<file path="src/rtl/iq_dispatch.sv">
// Drains the instruction queue into a holding register, checks RAW/WAW hazards against
// a 32-entry scoreboard, and forwards through a registered valid/ready output stage.
// Optional macro IQ_DISPATCH_WB_BYPASS_EN: same-cycle writeback clears unblock consumers.
module iq_dispatch #(
    parameter int INSTR_W = 128,
    parameter int NUM_WB  = 2
) (
    input  logic                  clk_i,
    input  logic                  rstn_i,
    input  logic                  flush_i,
    input  logic                  iq_empty_i,
    output logic                  iq_read_head_o,
    input  logic                  iq_valid_i,
    input  logic [INSTR_W-1:0]    iq_instr_i,
    input  logic [4:0]            iq_rs1_i,
    input  logic [4:0]            iq_rs2_i,
    input  logic [4:0]            iq_rd_i,
    input  logic                  iq_use_rs1_i,
    input  logic                  iq_use_rs2_i,
    input  logic                  iq_we_i,
    output logic                  rr_valid_o,
    output logic [INSTR_W-1:0]    rr_instr_o,
    output logic [4:0]            rr_rd_o,
    output logic                  rr_we_o,
    input  logic                  rr_ready_i,
    input  logic [NUM_WB-1:0]     wb_valid_i,
    input  logic [5*NUM_WB-1:0]   wb_rd_i,
    output logic                  hazard_stall_o
);
    // state  | meaning
    // IDLE   | holding register empty
    // LOADED | holding register valid, free to fire
    // HAZARD | holding register blocked by a RAW/WAW hazard
    typedef enum logic [1:0] {IDLE, LOADED, HAZARD} state_e;
    state_e state_q, state_d;

    logic               hold_v_q, hold_v_d;
    logic [INSTR_W-1:0] h_instr_q;
    logic [4:0]         h_rs1_q, h_rs2_q, h_rd_q;
    logic               h_use_rs1_q, h_use_rs2_q, h_we_q;

    logic               out_v_q, out_v_d;
    logic [INSTR_W-1:0] out_instr_q;
    logic [4:0]         out_rd_q;
    logic               out_we_q;

    logic [31:0] busy_q, busy_d, busy_reg, busy_eff, wb_clr;
    logic        out_free, hazard, fire, capture;

    always_comb begin
        wb_clr = '0;
        for (int k = 0; k < NUM_WB; k++) begin
            if (wb_valid_i[k]) wb_clr[wb_rd_i[5*k +: 5]] = 1'b1;
        end
    end

`ifdef IQ_DISPATCH_WB_BYPASS_EN
    assign busy_reg = busy_q & ~wb_clr;
`else
    assign busy_reg = busy_q;
`endif

    // The instruction sitting in the output stage has not set its busy bit yet.
    always_comb begin
        busy_eff = busy_reg;
        if (out_v_q && out_we_q) busy_eff[out_rd_q] = 1'b1;
        busy_eff[0] = 1'b0;
    end

    assign out_free = ~out_v_q | rr_ready_i;
    assign hazard   = hold_v_q & ((h_use_rs1_q & busy_eff[h_rs1_q]) |
                                  (h_use_rs2_q & busy_eff[h_rs2_q]) |
                                  (h_we_q      & busy_eff[h_rd_q]));
    assign fire     = hold_v_q & ~hazard & out_free & ~flush_i;

    assign iq_read_head_o = rstn_i & ~flush_i & ~iq_empty_i & (~hold_v_q | fire);
    assign capture        = iq_read_head_o & iq_valid_i;

    assign rr_valid_o     = out_v_q;
    assign rr_instr_o     = out_instr_q;
    assign rr_rd_o        = out_rd_q;
    assign rr_we_o        = out_we_q;
    assign hazard_stall_o = (state_q == HAZARD);

    always_comb begin
        hold_v_d = hold_v_q;
        if (flush_i)      hold_v_d = 1'b0;
        else if (capture) hold_v_d = 1'b1;
        else if (fire)    hold_v_d = 1'b0;

        out_v_d = out_v_q;
        if (flush_i)         out_v_d = 1'b0;
        else if (fire)       out_v_d = 1'b1;
        else if (rr_ready_i) out_v_d = 1'b0;
    end

    // Set wins over a same-cycle clear of the same index.
    always_comb begin
        busy_d = busy_q & ~wb_clr;
        if (rr_valid_o && rr_ready_i && rr_we_o && (rr_rd_o != 5'd0)) busy_d[rr_rd_o] = 1'b1;
    end

    always_comb begin
        state_d = state_q;
        unique case (state_q)
            IDLE:    if (capture) state_d = LOADED;
            LOADED: begin
                if (hazard)                state_d = HAZARD;
                else if (fire && !capture) state_d = IDLE;
            end
            HAZARD:  if (!hazard) state_d = (fire && !capture) ? IDLE : LOADED;
            default: state_d = IDLE;
        endcase
        if (flush_i) state_d = IDLE;
    end

    always_ff @(posedge clk_i or negedge rstn_i) begin
        if (!rstn_i) begin
            state_q     <= IDLE;
            hold_v_q    <= 1'b0;
            h_instr_q   <= '0;
            h_rs1_q     <= '0;
            h_rs2_q     <= '0;
            h_rd_q      <= '0;
            h_use_rs1_q <= 1'b0;
            h_use_rs2_q <= 1'b0;
            h_we_q      <= 1'b0;
            out_v_q     <= 1'b0;
            out_instr_q <= '0;
            out_rd_q    <= '0;
            out_we_q    <= 1'b0;
            busy_q      <= '0;
        end else begin
            state_q  <= state_d;
            hold_v_q <= hold_v_d;
            out_v_q  <= out_v_d;
            busy_q   <= busy_d;
            if (capture) begin
                h_instr_q   <= iq_instr_i;
                h_rs1_q     <= iq_rs1_i;
                h_rs2_q     <= iq_rs2_i;
                h_rd_q      <= iq_rd_i;
                h_use_rs1_q <= iq_use_rs1_i;
                h_use_rs2_q <= iq_use_rs2_i;
                h_we_q      <= iq_we_i;
            end
            if (fire) begin
                out_instr_q <= h_instr_q;
                out_rd_q    <= h_rd_q;
                out_we_q    <= h_we_q;
            end
        end
    end
endmodule

</file>
<file path="config.mk">
export PLATFORM = sky130hd
export DESIGN_NAME = iq_dispatch
export DESIGN_NICKNAME = d
export VERILOG_FILES = /design/src/rtl/iq_dispatch.sv
export SDC_FILE = /design/constraint.sdc
export NUM_CORES = 1
export LEC_CHECK = 0
export CORE_UTILIZATION = 48
export CTS_BUF_LIST = sky130_fd_sc_hd__clkbuf_8
export CTS_CLUSTER_SIZE = 24
export DETAILED_ROUTE_END_ITERATION = 8
export PLACE_DENSITY_LB_ADDON = 0.2
export SYNTH_ARGS = -nofsm -noshare
export SYNTH_HDL_FRONTEND = slang
export SYNTH_SLANG_ARGS = --single-unit
</file>
<file path="constraint.sdc">
create_clock -name clk_i -period 3 [get_ports clk_i]
set_input_delay 0.9 -clock clk_i [delete_from_list [all_inputs] [get_ports clk_i]]
set_output_delay 0.9 -clock clk_i [all_outputs]
set_load 0.005 [all_outputs]
</file>
# Yosys cells after proc, flatten, opt, wreduce, memory -nomap -nowiden
# Cells that the tools add are included.
[word_totals]
latch_bits = 0
ff_bits = 316
mem_bits_rw = 0
romBits = 0
inputBits = 164
memories = 0
[classes]
mux = 29
bitwise = 25
n_eq_ne = 5
n_reduce_logical = 14
div_mod_pow = 0
n_lt_le_gt_ge = 9
n_shift = 0
mul = 0
add_sub_neg = 0
[ops]
columns = ["cell", "count"]
rows = [
  ["$mux W32", 4],
  ["$or A32 B32 Y32", 3],
  ["$lt A5 B6 Y1 const B", 6],
  ["$and A32 B32 Y32", 1],
  ["$not A32 Y32", 1],
  ["$bmux W1 S5", 3],
  ["$demux W1 S5", 3],
  ["$ge A5 B1 Y1 const B", 3],
  ["$mux W1", 13],
  ["$and A1 B1 Y1", 11],
  ["$mux W2", 5],
  ["$logic_and A1 B1 Y1", 8],
  ["$ne A3 B3 Y1 const B", 2],
  ["$pmux W2 S3", 1],
  ["$reduce_bool A3 Y1", 2],
  ["$not A1 Y1", 5],
  ["$reduce_bool A5 Y1", 1],
  ["$ne A4 B4 Y1 const B", 1],
  ["$or A1 B1 Y1", 4],
  ["$reduce_and A3 Y1", 1],
  ["$eq A2 B1 Y1 const B", 1],
  ["$eq A2 B2 Y1 const B", 1],
  ["$logic_not A2 Y1", 1],
  ["$logic_not A1 Y1", 1],
]

# Depth between registers and ports, before layout
# Gate-level depths: netlist of the first run.
[logic_depth]
depth_word = 25
depth_mapped = 13

# Worst setup path before layout of the first run
# OpenSTA, ideal clock, no wires.
[synth_path]
path_type = "register to output"
startpoint = "register out_rd_q[3] (netlist: rr_rd_o[3])"
endpoint = "output iq_read_head_o"
arrival_time_ns = 2.467
slack_ns = -0.367
path_stages_with_launch = 12
path_cell_list = "dfrtp_1 > buf_2 > and3b_1 > buf_6 > a21oi_2 > o32a_1 > o2111ai_1 > or4_1 > nand4_1 > o2111ai_2 > nand2_1 > nor4bb_1"
[synth_via]
elab_chain_len = 18
word_cells_on_any_way = 25
[synth_rtl]
columns = ["element", "line", "text"]
rows = [
  ["from (decl)", "44", "logic [4:0] out_rd_q;"],
  ["from (signal assigned)", "149", "out_rd_q <= h_rd_q;"],
  ["$lt A5 B6 Y1 (implied by the code) or $ge A5 B1 Y1 (tied branches)", "66", "if (out_v_q && out_we_q) busy_eff[out_rd_q] = 1'b1;"],
  ["$logic_and A1 B1 Y1 (implied by the code)", "66", ""],
  ["$mux W1 (implied by the code)", "66", ""],
  ["$demux W1 S5 *", "66", ""],
  ["$or A32 B32 Y32 (no line) *", "-", ""],
  ["$mux W32 *", "66", ""],
  ["$bmux W1 S5, on equally long branches", "71, 72", ""],
  ["$mux W1, on equally long branches", "71, 72", ""],
  ["$and A1 B1 Y1, on equally long branches", "71, 72", ""],
  ["$or A1 B1 Y1", "71", "assign hazard = hold_v_q & ((h_use_rs1_q & busy_eff[h_rs1_q]) |"],
  ["$or A1 B1 Y1 *", "72", "(h_use_rs2_q & busy_eff[h_rs2_q]) |"],
  ["$and A1 B1 Y1 *", "71", ""],
  ["$not A1 Y1 *", "74", "assign fire = hold_v_q & ~hazard & out_free & ~flush_i;"],
  ["$and A1 B1 Y1 * (3 in a row)", "74", ""],
  ["$or A1 B1 Y1 *", "76", "assign iq_read_head_o = rstn_i & ~flush_i & ~iq_empty_i & (~hold_v_q | fire);"],
  ["$and A1 B1 Y1 *", "76", ""],
  ["to (decl)", "12", "output logic iq_read_head_o,"],
]
# Mark *: on every way between the ends. The rest lies on a longest branch, timed or not. The select of a mux whose other input is x is not followed.

# Worst setup path after layout of the first run
[layout_path]
startpoint = "register out_rd_q[0] (netlist: rr_rd_o[0])"
endpoint = "output iq_read_head_o"
# Same word-level chain as after synthesis.

==> flow_metrics.env, run 1 <==
export IMPL_final_cell_area_um2=20500
export IMPL_critical_path_class="reg -> out"
export IMPL_net_switching_power_w=0.00383
export IMPL_maximum_capacitance_violations=0
export IMPL_synth_enable_flop_cells=0
export IMPL_route_vias_total=9955
export IMPL_crit_arrival_ns=3.17
export IMPL_power_frac_comb=0.317
export IMPL_worst_skew_pair_late_latency_ns=0.57
export IMPL_place_inst=1718
export IMPL_post_cts_hold_buffer_count=0
export IMPL_drt_vias_per_instance=5.36
export IMPL_leakage_nw=9.33
export IMPL_synth_seq_cells=315
export IMPL_filler_free_cell_count_of_the_finished_design=1857
export IMPL_power_sequential_fraction=0.432
export IMPL_finalNetCount=1600
export IMPL_grt_met1_usage=0.316
export IMPL_grt_pass1_wl_mm=59.5
export IMPL_endpoint_kind_of_the_worst_setup_timing_path="output pin"
export IMPL_post_route_cells_drive_above_1_share=0.399
export IMPL_status="finished with violations"
export IMPL_period_share=1.36
export IMPL_buffers_on_ports=300
export IMPL_reg2reg_setup_slack_ns=-0.55
export IMPL_worst_hold_path_type="reg -> reg"
export IMPL_mappedNetlistArea_um2=14000
export IMPL_post_route_drc_count=0
export IMPL_critPathRequiredTime_ns=2.10
export IMPL_routedWlPerCell_um=21.2
export IMPL_switching_share=0.273
export IMPL_nets_in_the_synthesized_netlist=1110
export IMPL_timing_max_slew_rel_slack=0.252
export IMPL_floorplan_initialDensity=0.489
export IMPL_route_antenna_remaining_nets=0
export IMPL_chipWidth_um=173
export IMPL_peakVddDrop_mv=0.480
export IMPL_grt_setup_unrepaired="yes"
export IMPL_p_int_w=0.0102
export IMPL_die_area_um2=29900
export IMPL_top_usage_layer="met2"
export IMPL_avgSynthCellArea_um2=14.8
export IMPL_yosysWarnings=0
export IMPL_synthesized_instance_count=946
export IMPL_groute_layer_met2_usage=0.422
export IMPL_tritoncts_clock_tree="yes"
export IMPL_fp_dieH_um=173
export IMPL_core_rowCount=62
export IMPL_detailedRoute_firstIterationViolations=533
export IMPL_drt_first_pass_iters=5
export IMPL_overflow=0
export IMPL_synth_seq_area_share=0.561
export IMPL_maxClockFrequency_mhz=246
export IMPL_h_tree_depth_reported_by_cts=2
export IMPL_clkSinkCount=315
export IMPL_report_final_hold_viol_count=0
export IMPL_timing_max_transition_violations_final=0
export IMPL_core_um2=28700
export IMPL_areaGrowthSynthToFinish_pct=45.7
export IMPL_place_congestion=0.909
export IMPL_dpl_instance_area_um2=18400
export IMPL_largest_net_degree_at_the_start_of_global_routing=202
export IMPL_worstMarginPinSlew_ns=1.12
export IMPL_detailed_place_hpwl_mm=26.9
export IMPL_netlist_cell_type_count=62
export IMPL_cts_root_buffer="clkbuf_8"
export IMPL_grtUsageTotal=0.254
export IMPL_ctsLongestPathBuffers=3
export IMPL_power_per_cell_area_nw_per_um2=685
export IMPL_cp_start_kind="flop"
export IMPL_grt_met3_usage=0.0792
export IMPL_setup_slack_ns=-1.07
export IMPL_top_ports=301
export IMPL_violations="setup timing"
export IMPL_pwr_share_clk=0.251
export IMPL_number_of_global_route_vias_before_repair=10500
export IMPL_final_routed_wirelength_mm=39.3
export IMPL_synth_ff_type="dfrtp_1"
export IMPL_number_of_antenna_violations_at_the_first_check_in_global_routing=4
export IMPL_setup_viol=282
export IMPL_worst_setup_hold_path_clk_slew_ns=0.06
export IMPL_synth_async_reset_ratio=1.00
export IMPL_finalWorstPathRequiredPeriod_ns=4.07
export IMPL_critical_path_maximum_fanout=6
export IMPL_layout_core_utilization=0.713
export IMPL_cts_buffers=51
export IMPL_skew_ns=0.0299
routing by layer:
metal	share of wire	wire length [µm]	vias up
met2	0.49	19100	373
met5	0	0	-
met3	0.082	3210	64
li1	-	-	4502
met4	0.025	981	0
met1	0.41	16000	5016
cells by family (layout without fill, tap and decap cells):
logic type,Yosys count,count (layout),synth area share
AO/OA/AOI/OAI,153,153,0.0813
flip-flops,315,315,0.561
multiplexers,287,287,0.267
other,0,4,0
XOR/XNOR,1,1,0.000624
buffers and inverters,65,588,0.0373
AND/OR/NAND/NOR,125,125,0.0520
layout make-up:
cell class / count / area (µm²)
diodes: 4 / 10.0
clock inverters: 24 / 109
repair buffers: 494 / 5250
multi-input cells: 566 / 5840
flip-flops and latches: 315 / 7890
well taps: 384 / 480
clock buffers: 62 / 853
inverters: 8 / 30.0
fillers: 2013 / 8240
power by group through the flow:
stage	combinational, W	clock (W)	sequential [W]
after floorplan	0.00174	0	0.00598
after global placement	0.00418	0	0.00602
after detailed placement	0.00422	0	0.00608
after CTS	0.00436	0.00361	0.00604
after global routing	0.00472	0.00379	0.00621
final	0.00445	0.00352	0.00606
state kept, by name, indices dropped and copies added (netlist names):
register / count
h_instr_q: 128
rr_instr_o: 128
busy_q: 31
h_rd_q: 5
h_rs1_q: 5
h_rs2_q: 5
rr_rd_o: 5
state_q: 2
h_use_rs1_q: 1
h_use_rs2_q: 1
h_we_q: 1
hold_v_q: 1
rr_valid_o: 1
rr_we_o: 1
critical path, stage by stage (launching register included):
cell and delay [ns]:
dfrtp_2 0.45, nor4bb_4 0.31, buf_6 0.18, a21oi_2 0.07, mux4_2 0.47, or3_1 0.32, nand4_1 0.12, nand4_2 0.13
o2111ai_4 0.15, nand2_2 0.09, nor4bb_4 0.15, buf_2 0.14
placed cells by master (no fill, tap or decap), types with 12 or more instances in the layout:
master           count
buf_12              23
buf_4              137
a22o_1              32
mux2_4             130
clkdlybuf4s50_1    298
mux2_2             148
clkbuf_16           12
nand2_1             26
a21oi_1             20
clkbuf_8            62
a22oi_1             40
dfrtp_1            311
nor2_1              20
inv_1               26
per-stage QoR:
stage | setup WS (ns) | hold slack (ns) | TNS, ns | power, W
CTS | -1.09 | 0.502 | -101.50 | 0.0140
finish | -1.07 | 0.497 | -124.73 | 0.0140
detailed placement | -0.941 | 0.491 | -60.89 | 0.0103
global placement | -0.927 | 0.483 | -50.97 | 0.0102
global route | -1.21 | 0.510 | -160.86 | 0.0147
floorplan | -0.208 | 0.467 | -0.208 | 0.00772
timing repair:
item                                    in CTS  in global routing
endpoints found under the setup margin     282                284
gates cloned                                 8                 11
setup buffers                               10                 23
pin swaps                                    8                 10
gates resized for setup                     41                 38
cell usage after synthesis, types with 3 or more instances:
cell type  number  share of area
nand3_1         9         0.0032
nand2_1        27         0.0072
a21oi_1        28          0.010
nor3b_1         9         0.0048
a211oi_1        3         0.0016
nor2_1         21         0.0056
a22o_1         32          0.020
mux2_4        129           0.14
o22ai_1         6         0.0027
nor3_1          8         0.0029
a22oi_1        40          0.021
nor3b_2         3         0.0027
o211ai_1        4         0.0021
a2111oi_0       4         0.0025
nor2b_1         7         0.0031
buf_4           8         0.0043
o21ai_0         5         0.0018
nand4_1         3         0.0013
clkbuf_1       14         0.0037
mux4_2          4         0.0064
and3b_1         8         0.0050
a311oi_1        5         0.0031
dfrtp_1       315           0.56
mux2_2        149           0.12
nand2b_1        4         0.0018
and3_1          7         0.0031
buf_8           3         0.0032
nand3b_1        3         0.0016
a31oi_1         3         0.0013
a21oi_2         5         0.0031
inv_1           8         0.0021
mux2i_1         5         0.0036
nor4_1          3         0.0013
buf_2          18         0.0064
buf_12         11          0.016
worst paths after layout:
path | from | depth (start not counted) | end
max reg2reg | rr_valid_o | 16 | h_instr_q[58]
max | rr_rd_o[0] | 11 | iq_read_head_o
min reg2reg | h_instr_q[56] | 1 | rr_instr_o[56]
min | h_instr_q[56] | 1 | rr_instr_o[56]
max in group asynchronous | rstn_i | 3 | busy_q[13]
min in group asynchronous | rstn_i | 2 | h_instr_q[94]
Note: power is estimated with default switching activity, not from simulation.
==> run 2: changes to the inputs <==
==> constraint.sdc (replaced) <==
create_clock -name clk_i -period 3 [get_ports clk_i]
set_input_delay 0.9 -clock clk_i [delete_from_list [all_inputs] [get_ports clk_i]]
set_output_delay 0.9 -clock clk_i [all_outputs]
set_load 0.05 [all_outputs]
==> run 2 against run 1 <==
The run still ends with setup timing left. Total power increased by 20%. Cell count up 1.2%. Final area rose by 2.4%. Non-clock buffer count rose by 18. Sequential share of layout area decreased by 0.87 points. Wire length increased by 7.5%. Critical endpoint unchanged.
==> flow_metrics.env, run 2 (synthesized netlist as in run 1, its figures left out) <==
export IMPL_timing_max_transition_violations_final=0
export IMPL_post_route_drc_count=0
export IMPL_worst_skew_pair_late_latency_ns=0.59
export IMPL_critical_path_maximum_fanout=4
export IMPL_finalWorstPathRequiredPeriod_ns=4.16
export IMPL_final_cell_mix="dfrtp_1, clkdlybuf4s50_1, mux2_4"
export IMPL_power_sequential_fraction=0.359
export IMPL_setup_slack_ns=-1.16
export IMPL_p_int_w=0.0105
export IMPL_top_ports=301
export IMPL_status="finished with violations"
export IMPL_critPathRequiredTime_ns=2.10
export IMPL_critical_path_max_stage_delay_ns=0.51
export IMPL_switching_share=0.376
export IMPL_commonest_non_fill_non_tap_cell_in_the_layout="dfrtp_1"
export IMPL_place_ws_ns=-0.598
export IMPL_fin_setup_tns_ns=-193.58
export IMPL_finalNetCount=1619
export IMPL_tritoncts_clock_tree="yes"
export IMPL_h_tree_depth_reported_by_cts=2
export IMPL_routedWlPerCell_um=22.5
export IMPL_crit_path_cell_trace="nor4bb_4 > buf_6 > buf_6 > a21oi_2 > nor2b_4 > a2111oi_2 > or4_4 > nand4_1 > o2111ai_2 > nand2_1 > nor4bb_4 > buf_6"
export IMPL_crit_arrival_ns=3.26
export IMPL_net_switching_power_w=0.00633
export IMPL_floorplan_initialDensity=0.489
export IMPL_crit_top_cell="buf_6"
export IMPL_fp_dieH_um=173
export IMPL_number_of_antenna_violations_at_the_first_check_in_global_routing=1
export IMPL_post_cts_hold_buffer_count=0
export IMPL_core_rowCount=62
export IMPL_ctsLongestPathBuffers=3
export IMPL_cp_top_family="simple AND/OR/NAND/NOR gates"
export IMPL_grtUsageTotal=0.274
export IMPL_power_frac_comb=0.414
export IMPL_report_final_hold_viol_count=0
export IMPL_detailedRoute_firstIterationViolations=640
export IMPL_worst_setup_hold_path_clk_slew_ns=0.07
export IMPL_period_share=1.39
export IMPL_cts_buffers=52
export IMPL_place_congestion=0.959
export IMPL_die_area_um2=29900
export IMPL_post_route_cells_drive_above_1_share=0.411
export IMPL_cts_root_buffer="clkbuf_8"
export IMPL_chipWidth_um=173
export IMPL_skew_ns=0.0208
export IMPL_number_of_global_route_vias_before_repair=10900
export IMPL_route_antenna_remaining_nets=0
export IMPL_cp_start_kind="flop"
export IMPL_core_um2=28700
export IMPL_endpoint_kind_of_the_worst_setup_timing_path="output pin"
export IMPL_slowest_stage_cell_cp="or4_4"
export IMPL_detailed_place_hpwl_mm=26.8
export IMPL_timing_max_slew_rel_slack=0.347
export IMPL_maximum_capacitance_violations=0
export IMPL_clkSinkCount=315
export IMPL_leakage_nw=9.57
export IMPL_drt_vias_per_instance=5.43
export IMPL_areaGrowthSynthToFinish_pct=49.2
export IMPL_power_per_cell_area_nw_per_um2=804
export IMPL_worst_hold_path_type="in -> async"
export IMPL_worst_path_buf_inv=3
export IMPL_critical_path_class="reg -> out"
export IMPL_worstMarginPinSlew_ns=0.980
export IMPL_overflow=0
export IMPL_final_routed_wirelength_mm=42.2
export IMPL_drt_first_pass_iters=4
export IMPL_pwr_share_clk=0.227
export IMPL_grt_pass1_wl_mm=63.7
export IMPL_route_vias_total=10200
export IMPL_maxClockFrequency_mhz=240
export IMPL_grt_setup_unrepaired="yes"
export IMPL_largest_net_degree_at_the_start_of_global_routing=182
export IMPL_violations="setup timing"
export IMPL_setup_viol=285
export IMPL_buffers_on_ports=300
export IMPL_peakVddDrop_mv=0.564
run 2: through the flow:
| stage | total power, W | hold slack (ns) | util | cells | area, µm² |
|---|---|---|---|---|---|
| floorplan | 0.0101 | 0.467 | - | 946 | 14100 |
| global placement | 0.0126 | 0.480 | 0.636 | 1709 | 18300 |
| detailed placement | 0.0127 | 0.491 | 0.636 | 1709 | 18300 |
| CTS | 0.0167 | 0.405 | 0.706 | 1851 | 20300 |
| global route | 0.0175 | 0.441 | 0.730 | 1879 | 20900 |
| finish | 0.0168 | 0.421 | 0.730 | 1879 | 20900 |
run 2: final cells by class:
type                    instances  area, µm²
repair buffers                512       5610
flip-flops and latches        315       7890
fillers                      1887       7760
multi-input cells             566       5860
inverters                       8       30.0
diodes                          1       2.50
clock buffers                  67        922
well taps                     384        480
clock inverters                26        144
run 2: power by group through the flow:
stage / sequential, W / clock (W) / combinational, W
final: 0.00604 / 0.00382 / 0.00698
after global routing: 0.00619 / 0.00409 / 0.00724
after detailed placement: 0.00606 / 0 / 0.00662
after floorplan: 0.00834 / 0 / 0.00175
after global placement: 0.00599 / 0 / 0.00659
after CTS: 0.00602 / 0.00388 / 0.00683
run 2: path summary, 6_finish.rpt:
kind                                     start        endpoint  slack [ns]  depth (start not counted)
worst max-delay path                rr_valid_o  iq_read_head_o       -1.16                         12
worst min-delay path                    rstn_i  h_instr_q[101]        0.42                          2
worst max register to register      rr_rd_o[0]  rr_instr_o[66]       -1.15                         21
worst min register to register  rr_instr_o[46]  rr_instr_o[46]        0.50                          1
max in group asynchronous               rstn_i  rr_instr_o[22]        1.49                          3
min in group clk_i              rr_instr_o[46]  rr_instr_o[46]        0.50                          1
run 2: repair_timing:
item	in CTS	in global routing
gates cloned	16	14
buffers inserted	33	29
hold endpoints to repair	0	0
resized for setup	55	69
setup endpoints to repair	281	285
pin swaps	13	19
run 2: metal layers:
layer,routed length (µm),track usage
met1,18100,0.354
met2,20300,0.448
met3,2840,0.0732
met4,1090,0.0892
met5,0,0
